### src/rtl/hs_pkg.sv
// Shared types and constants for the handshake checking sink.
package hs_pkg;

    typedef enum logic [1:0] {
        IDLE = 2'd0,
        RUN  = 2'd1,
        HALT = 2'd2
    } hs_state_e;

    typedef enum logic [1:0] {
        MODE_ALWAYS = 2'd0,
        MODE_ALT    = 2'd1,
        MODE_LFSR   = 2'd2,
        MODE_BURST  = 2'd3
    } hs_mode_e;

    // x^8 + x^6 + x^5 + x^4 + 1 -> state bits 7,5,4,3
    localparam logic [7:0] LFSR_TAPS     = 8'hB8;
    localparam logic [7:0] LFSR_SEED_DEF = 8'hA5;

    function automatic logic [7:0] lfsr_step(input logic [7:0] cur);
        return {cur[6:0], ^(cur & LFSR_TAPS)};
    endfunction

endpackage

### src/rtl/hs_ready_pattern.sv
// Backpressure pattern source: the value for the upcoming cycle, advanced once per step.
module hs_ready_pattern
    import hs_pkg::*;
#(
    parameter logic [7:0] LFSR_SEED = LFSR_SEED_DEF
) (
    input  logic     clk,
    input  logic     rst,
    input  logic     step,
    input  hs_mode_e mode,
    output logic     pattern
);

    logic [7:0] lfsr_q;
    logic       toggle_q;
    logic [2:0] burst_q;

    // All sources advance together so a mode change never restarts a sequence.
    always_ff @(posedge clk) begin
        if (rst) begin
            lfsr_q   <= LFSR_SEED;
            toggle_q <= 1'b0;
            burst_q  <= '0;
        end else if (step) begin
            lfsr_q   <= lfsr_step(lfsr_q);
            toggle_q <= ~toggle_q;
            burst_q  <= burst_q + 3'd1;
        end
    end

    always_comb begin
        pattern = 1'b1;
        unique case (mode)
            MODE_ALWAYS: pattern = 1'b1;
            MODE_ALT:    pattern = ~toggle_q;
            MODE_LFSR:   pattern = lfsr_q[0];
            MODE_BURST:  pattern = ~burst_q[2];
            default:     pattern = 1'b1;
        endcase
    end

endmodule

### src/rtl/handshake_check_sink.sv
// Stream sink that applies backpressure and checks incrementing data plus valid/data stability.
// state | meaning
// IDLE  | just out of reset, ready held low for one cycle
// RUN   | consuming beats, checkers active
// HALT  | stopped after an error (STOP_ON_ERR=1), left only by reset
module handshake_check_sink
    import hs_pkg::*;
#(
    parameter int                DATA_W      = 8,
    parameter logic [DATA_W-1:0] EXP_INIT    = '0,
    parameter logic [7:0]        LFSR_SEED   = LFSR_SEED_DEF,
    parameter bit                STOP_ON_ERR = 1'b0
) (
    input  logic              clk,
    input  logic              rst,
    input  logic              en_i,
    input  logic [1:0]        mode_i,
    input  logic              valid_i,
    input  logic [DATA_W-1:0] data_i,
    output logic              ready_o,
    output logic [15:0]       beat_cnt_o,
    output logic [7:0]        err_cnt_o,
    output logic              seq_err_o,
    output logic              proto_err_o,
    output logic              halted_o
);

    hs_state_e         state_q, state_d;
    logic [DATA_W-1:0] exp_q;
    logic [DATA_W-1:0] stall_data_q;
    logic              stall_q;
    logic              hs;
    logic              seq_err;
    logic              proto_err;
    logic              step;
    logic              pattern;
    logic [8:0]        err_sum;

    assign hs        = valid_i && ready_o;
    assign seq_err   = hs && (data_i != exp_q);
    // A stalled beat must stay valid with unchanged data on the following cycle.
    assign proto_err = (state_q == RUN) && stall_q && (!valid_i || (data_i != stall_data_q));
    assign step      = (state_d == RUN);
    assign err_sum   = {1'b0, err_cnt_o} + 9'(seq_err) + 9'(proto_err);
    assign halted_o  = (state_q == HALT);

    hs_ready_pattern #(
        .LFSR_SEED(LFSR_SEED)
    ) u_pattern (
        .clk    (clk),
        .rst    (rst),
        .step   (step),
        .mode   (hs_mode_e'(mode_i)),
        .pattern(pattern)
    );

    always_comb begin
        state_d = state_q;
        unique case (state_q)
            IDLE:    state_d = RUN;
            RUN:     if (STOP_ON_ERR && (seq_err || proto_err)) state_d = HALT;
            HALT:    state_d = HALT;
            default: state_d = IDLE;
        endcase
    end

    always_ff @(posedge clk) begin
        if (rst) begin
            state_q      <= IDLE;
            ready_o      <= 1'b0;
            exp_q        <= EXP_INIT;
            beat_cnt_o   <= '0;
            err_cnt_o    <= '0;
            seq_err_o    <= 1'b0;
            proto_err_o  <= 1'b0;
            stall_q      <= 1'b0;
            stall_data_q <= '0;
        end else begin
            state_q      <= state_d;
            ready_o      <= step && en_i && pattern;
            stall_q      <= (state_q == RUN) && valid_i && !ready_o;
            stall_data_q <= data_i;
            if (hs) begin
                exp_q      <= data_i + DATA_W'(1);
                beat_cnt_o <= beat_cnt_o + 16'd1;
            end
            if (seq_err)   seq_err_o   <= 1'b1;
            if (proto_err) proto_err_o <= 1'b1;
            err_cnt_o <= (err_sum > 9'd255) ? 8'hFF : err_sum[7:0];
        end
    end

endmodule

### config.mk
export PLATFORM = sky130hd
export DESIGN_NAME = handshake_check_sink
export DESIGN_NICKNAME = d
export VERILOG_FILES = /design/src/rtl/hs_pkg.sv /design/src/rtl/hs_ready_pattern.sv /design/src/rtl/handshake_check_sink.sv
export SDC_FILE = /design/constraint.sdc
export NUM_CORES = 1
export LEC_CHECK = 0
export BUFFER_PORTS_ARGS = -buffer_cell sky130_fd_sc_hd__buf_2
export CAP_MARGIN = 15
export CORE_ASPECT_RATIO = 1.1
export CORE_UTILIZATION = 34
export CTS_CLUSTER_SIZE = 14
export DETAILED_ROUTE_END_ITERATION = 8
export HOLD_SLACK_MARGIN = 0.05
export PLACE_DENSITY = 0.54
export SKIP_CTS_REPAIR_TIMING = 1
export SLEW_MARGIN = 30
export SYNTH_ARGS = -nofsm -noshare
export SYNTH_HDL_FRONTEND = slang
export SYNTH_HIERARCHICAL = 1
export SYNTH_SLANG_ARGS = --single-unit
### constraint.sdc
create_clock -name clk -period 3.75 [get_ports clk]
set_input_delay 1.125 -clock clk [delete_from_list [all_inputs] [get_ports clk]]
set_output_delay 1.125 -clock clk [all_outputs]
set_load 0.01 [all_outputs]
==> results <==
- The worst hold path depth is 2.
- The number of global-route vias before repair is between 1.5k and 2k.
- Clock tree synthesis selected as its root buffer the cell clkbuf_8.
- The HPWL after detailed placement is between 3000 and 4000 µm.
- The area of all placed cells without fillers is approximately 0.0029 mm².
- The post-route netlist has roughly 18% of its cells at a drive strength greater than 1.
- The final reports fail on DRC.
- Synthesis produced a netlist with a net count of 290.
- Yosys mapped the design onto 29 distinct sky130hd cell types.
- The peak fanout along the critical path is 6.
- The first global-routing pass estimated between 8000 and 9000 µm of wire.
- The cell area power density is approximately 430 mW/mm².
- In the synthesized netlist the async set-or-reset flop fraction comes to 0%.
- The count of port buffers added during placement is 41.
- Sorting the synthesized cells by area gives the leading types as dfxtp_1 46%, xor2_1 9.1%, xnor2_1 5.6%.
- The worst setup path is captured at a register.
- The synthesized netlist cell count is about 270.
- The run finished, with violations left.
- The cell area after technology mapping is 0.00251 mm².
- The maximum vdd drop is around 0.21 mV.
- The vias after detailed routing is a little under 2k.
- Setup repair after global routing left no endpoint under its margin.
- The total count of max-transition violations in the final report was 0.
- Total power for the finished layout comes to around 0.0012 W.
- The number of antenna diodes in the final layout is 0.
- Setup total negative slack on the finished layout was measured at 0 ns.
- The final setup violation count is 0.
- The post-route minimum period is between 3 and 4 ns.
- The effective utilization at floorplan is 35.5%.
- The total grt overflow is 0.
- The final layout contains routed wiring with a total length of around 5000 µm.
- The start-to-end type of the worst setup path is in -> reg.
- The leakage component of the power is ~1.3 nW.
- The area of the die is about 0.0077 mm².
- In the synthesized netlist, the cells that appear most often are 58 x dfxtp_1, 31 x nor2_1, 26 x xor2_1, 16 x nand2_1, 16 x xnor2_1.
- The CTS H-tree depth is 3.
- The residual DRC count is 8.
- The die is about 92 µm tall.
- In the global route stage, overall resource usage came out at 13.5%.
- The post-layout instance count excluding filler cells is 397.
- The number of hold violations in the final report is 0.
- For the pin with the worst max-slew slack, the measured transition is about 0.64 ns.
- The largest total area in the synthesized netlist belongs to dfxtp_1.
- STA classifies the critical path startpoint as a primary input.
- Counting cells, the worst reg-to-reg path comes to 10.
- The number of flops mapped to enable cells by yosys is 0.
- The number of synthesized register bits is 58.
- The number of top-level design ports is 42.
- The worst max-slew margin expressed relative to the limit is roughly 57%.
- The share of synthesized area occupied by flip-flops and latches is 46.2%.
- The initial antenna violation count was 0.
- Summing all placed instances gives a cell area of approximately 0.0027 mm².
- The final period utilization is 87.7%.
- TritonCTS built the clock tree.
- The most used standard cell by instance count after synthesis is dfxtp_1.
- The die is 84 µm wide.
- Dividing the detail-routed via count by the number of cells gives 4.86.
- The post-synthesis to final-layout area growth is 15.7%.
- The routability congestion estimate from global placement is 0.711.
- In this run the core area contains 32 standard-cell rows.
- The insertion delay of the later-clocked pin in the worst-skew pair is between 0.3 and 0.4 ns.
- Before antenna repair, the detailed router went through 8 iterations.
- The average instance in the mapped netlist occupies 9.28 µm².
- In this run the worst hold path is classified as reg -> reg.
- The number of clock buffers added by TritonCTS is 9.
- The clock transition time at the flip-flop clock pins of the worst setup and hold paths is roughly 0.06 ns.
- During synthesis, Yosys emitted a total of 6 warnings.
- The clock skew is 0.00907 ns.
- The area of the core is 0.00709 mm².
- The top cell type by area accounts for a little under half of the synthesized area.
- The first routing iteration left 75 violations.
- The number of nets with antenna violations after detailed routing is 0.
- The clock sink count is 58.
- The total instance count after detailed placement is 381.
- Data on the critical path arrives at its endpoint at roughly 3.5 ns.
- The net count reported at finish is approximately 330.
- The largest net degree at the start of global routing is 34.
- The most used flip-flop cell after synthesis is dfxtp_1.
- The maximum clock frequency is 304 MHz.
- The max capacitance violation total is 0.
- The worst path required time is between 3 and 4 ns.
- The maximum clock path buffer count is 2.
- The tightest hold path in the finished design has a slack of roughly 0.47 ns.
- The average wire length per cell after detail routing is ~12 µm.
-- routing by layer --
layer	global-route usage [%]	wire (µm)
met3	4.05	257
met5	0	0
met4	7.47	89
met1	16.8	2320
met2	20.8	2230
-- path summary, 6_finish.rpt --
check / endpoint / start / slack [ns]
worst max-delay path: err_cnt_o[1] / data_i[0] / 0.46
worst min-delay path: u_pattern/lfsr_q[2] / u_pattern/lfsr_q[2] / 0.47
worst max register to register: err_cnt_o[1] / stall_data_q[0] / 1.11
worst min register to register: u_pattern/lfsr_q[2] / u_pattern/lfsr_q[2] / 0.47
-- cells by family (layout without fill, tap and decap cells) --
kind of cell | Yosys count | in the layout | share of synthesized area, %
muxes | 9 | 9 | 3.58
DFF | 58 | 58 | 46.2
AOI/OAI and AO/OA | 32 | 32 | 7.76
buffers and inverters | 25 | 66 | 4.68
adders and majority gates | 5 | 5 | 2.79
and+or+nand+nor | 100 | 100 | 20.4
xor gates and xnor gates | 42 | 42 | 14.6
-- critical path: stages --
cell and delay, ns:
buf_2 0.14, xor2_1 0.16, nor4_1 0.36, and3_1 0.24, a211oi_1 0.10, fa_1 0.40
ha_1 0.23, and3_1 0.21, and3_1 0.21, nand3_1 0.20, a21oi_1 0.11
-- stage by stage --
stage	util [%]	setup slack, ns
2_1_floorplan	-	0.510
3_3_place_gp	38.8	0.115
3_5_place_dp	38.8	0.0869
4_1_cts	41.1	0.420
5_1_grt	41.1	0.309
6_report	41.1	0.460
-- flip-flops by register name, indices dropped and copies added, names as in the netlist --
register / cells
err_cnt_o: 8
ready_o: 1
u_pattern/burst_q: 3
stall_q: 1
stall_data_q: 8
u_pattern/lfsr_q: 8
seq_err_o: 1
u_pattern/toggle_q: 1
state_q: 2
proto_err_o: 1
exp_q: 8
beat_cnt_o: 16
-- placed cells by master, fill, tap and decap left out --
cell,instances
nand3_1,8
nor2b_1,8
and3_1,9
ha_1,4
nor4_1,3
inv_1,8
nor2_1,31
nand4_1,7
a21oi_1,14
fa_1,1
o21ai_0,5
xnor2_1,16
clkbuf_8,10
xor2_1,26
dfxtp_1,58
clkinv_2,3
a211oi_1,8
nand2_1,16
o21ba_2,1
or3_1,5
a311oi_1,2
buf_2,41
buf_4,1
mux2i_1,9
clkbuf_1,3
a31oi_1,2
nand4_4,1
nor3_1,6
and4_1,3
and2_1,3
-- report_power, final --
part | leakage, nW | total (W) | internal (W) | switching (W)
combinational | 0.735 | 0.0000967 | 0.0000439 | 0.0000527
clock | 0.0872 | 0.000482 | 0.000255 | 0.000227
sequential | 0.475 | 0.000660 | 0.000643 | 0.0000170
-- area by class of cell --
cell class | instances | area [µm²]
clock inverters | 3 | 15.0
fillers | 719 | 4180
repair buffers | 42 | 213
flip-flops and latches | 58 | 1160
clock buffers | 13 | 149
multi-input cells | 188 | 1240
inverters | 8 | 30.0
well taps | 85 | 106
(Power assumes the default switching activity.)
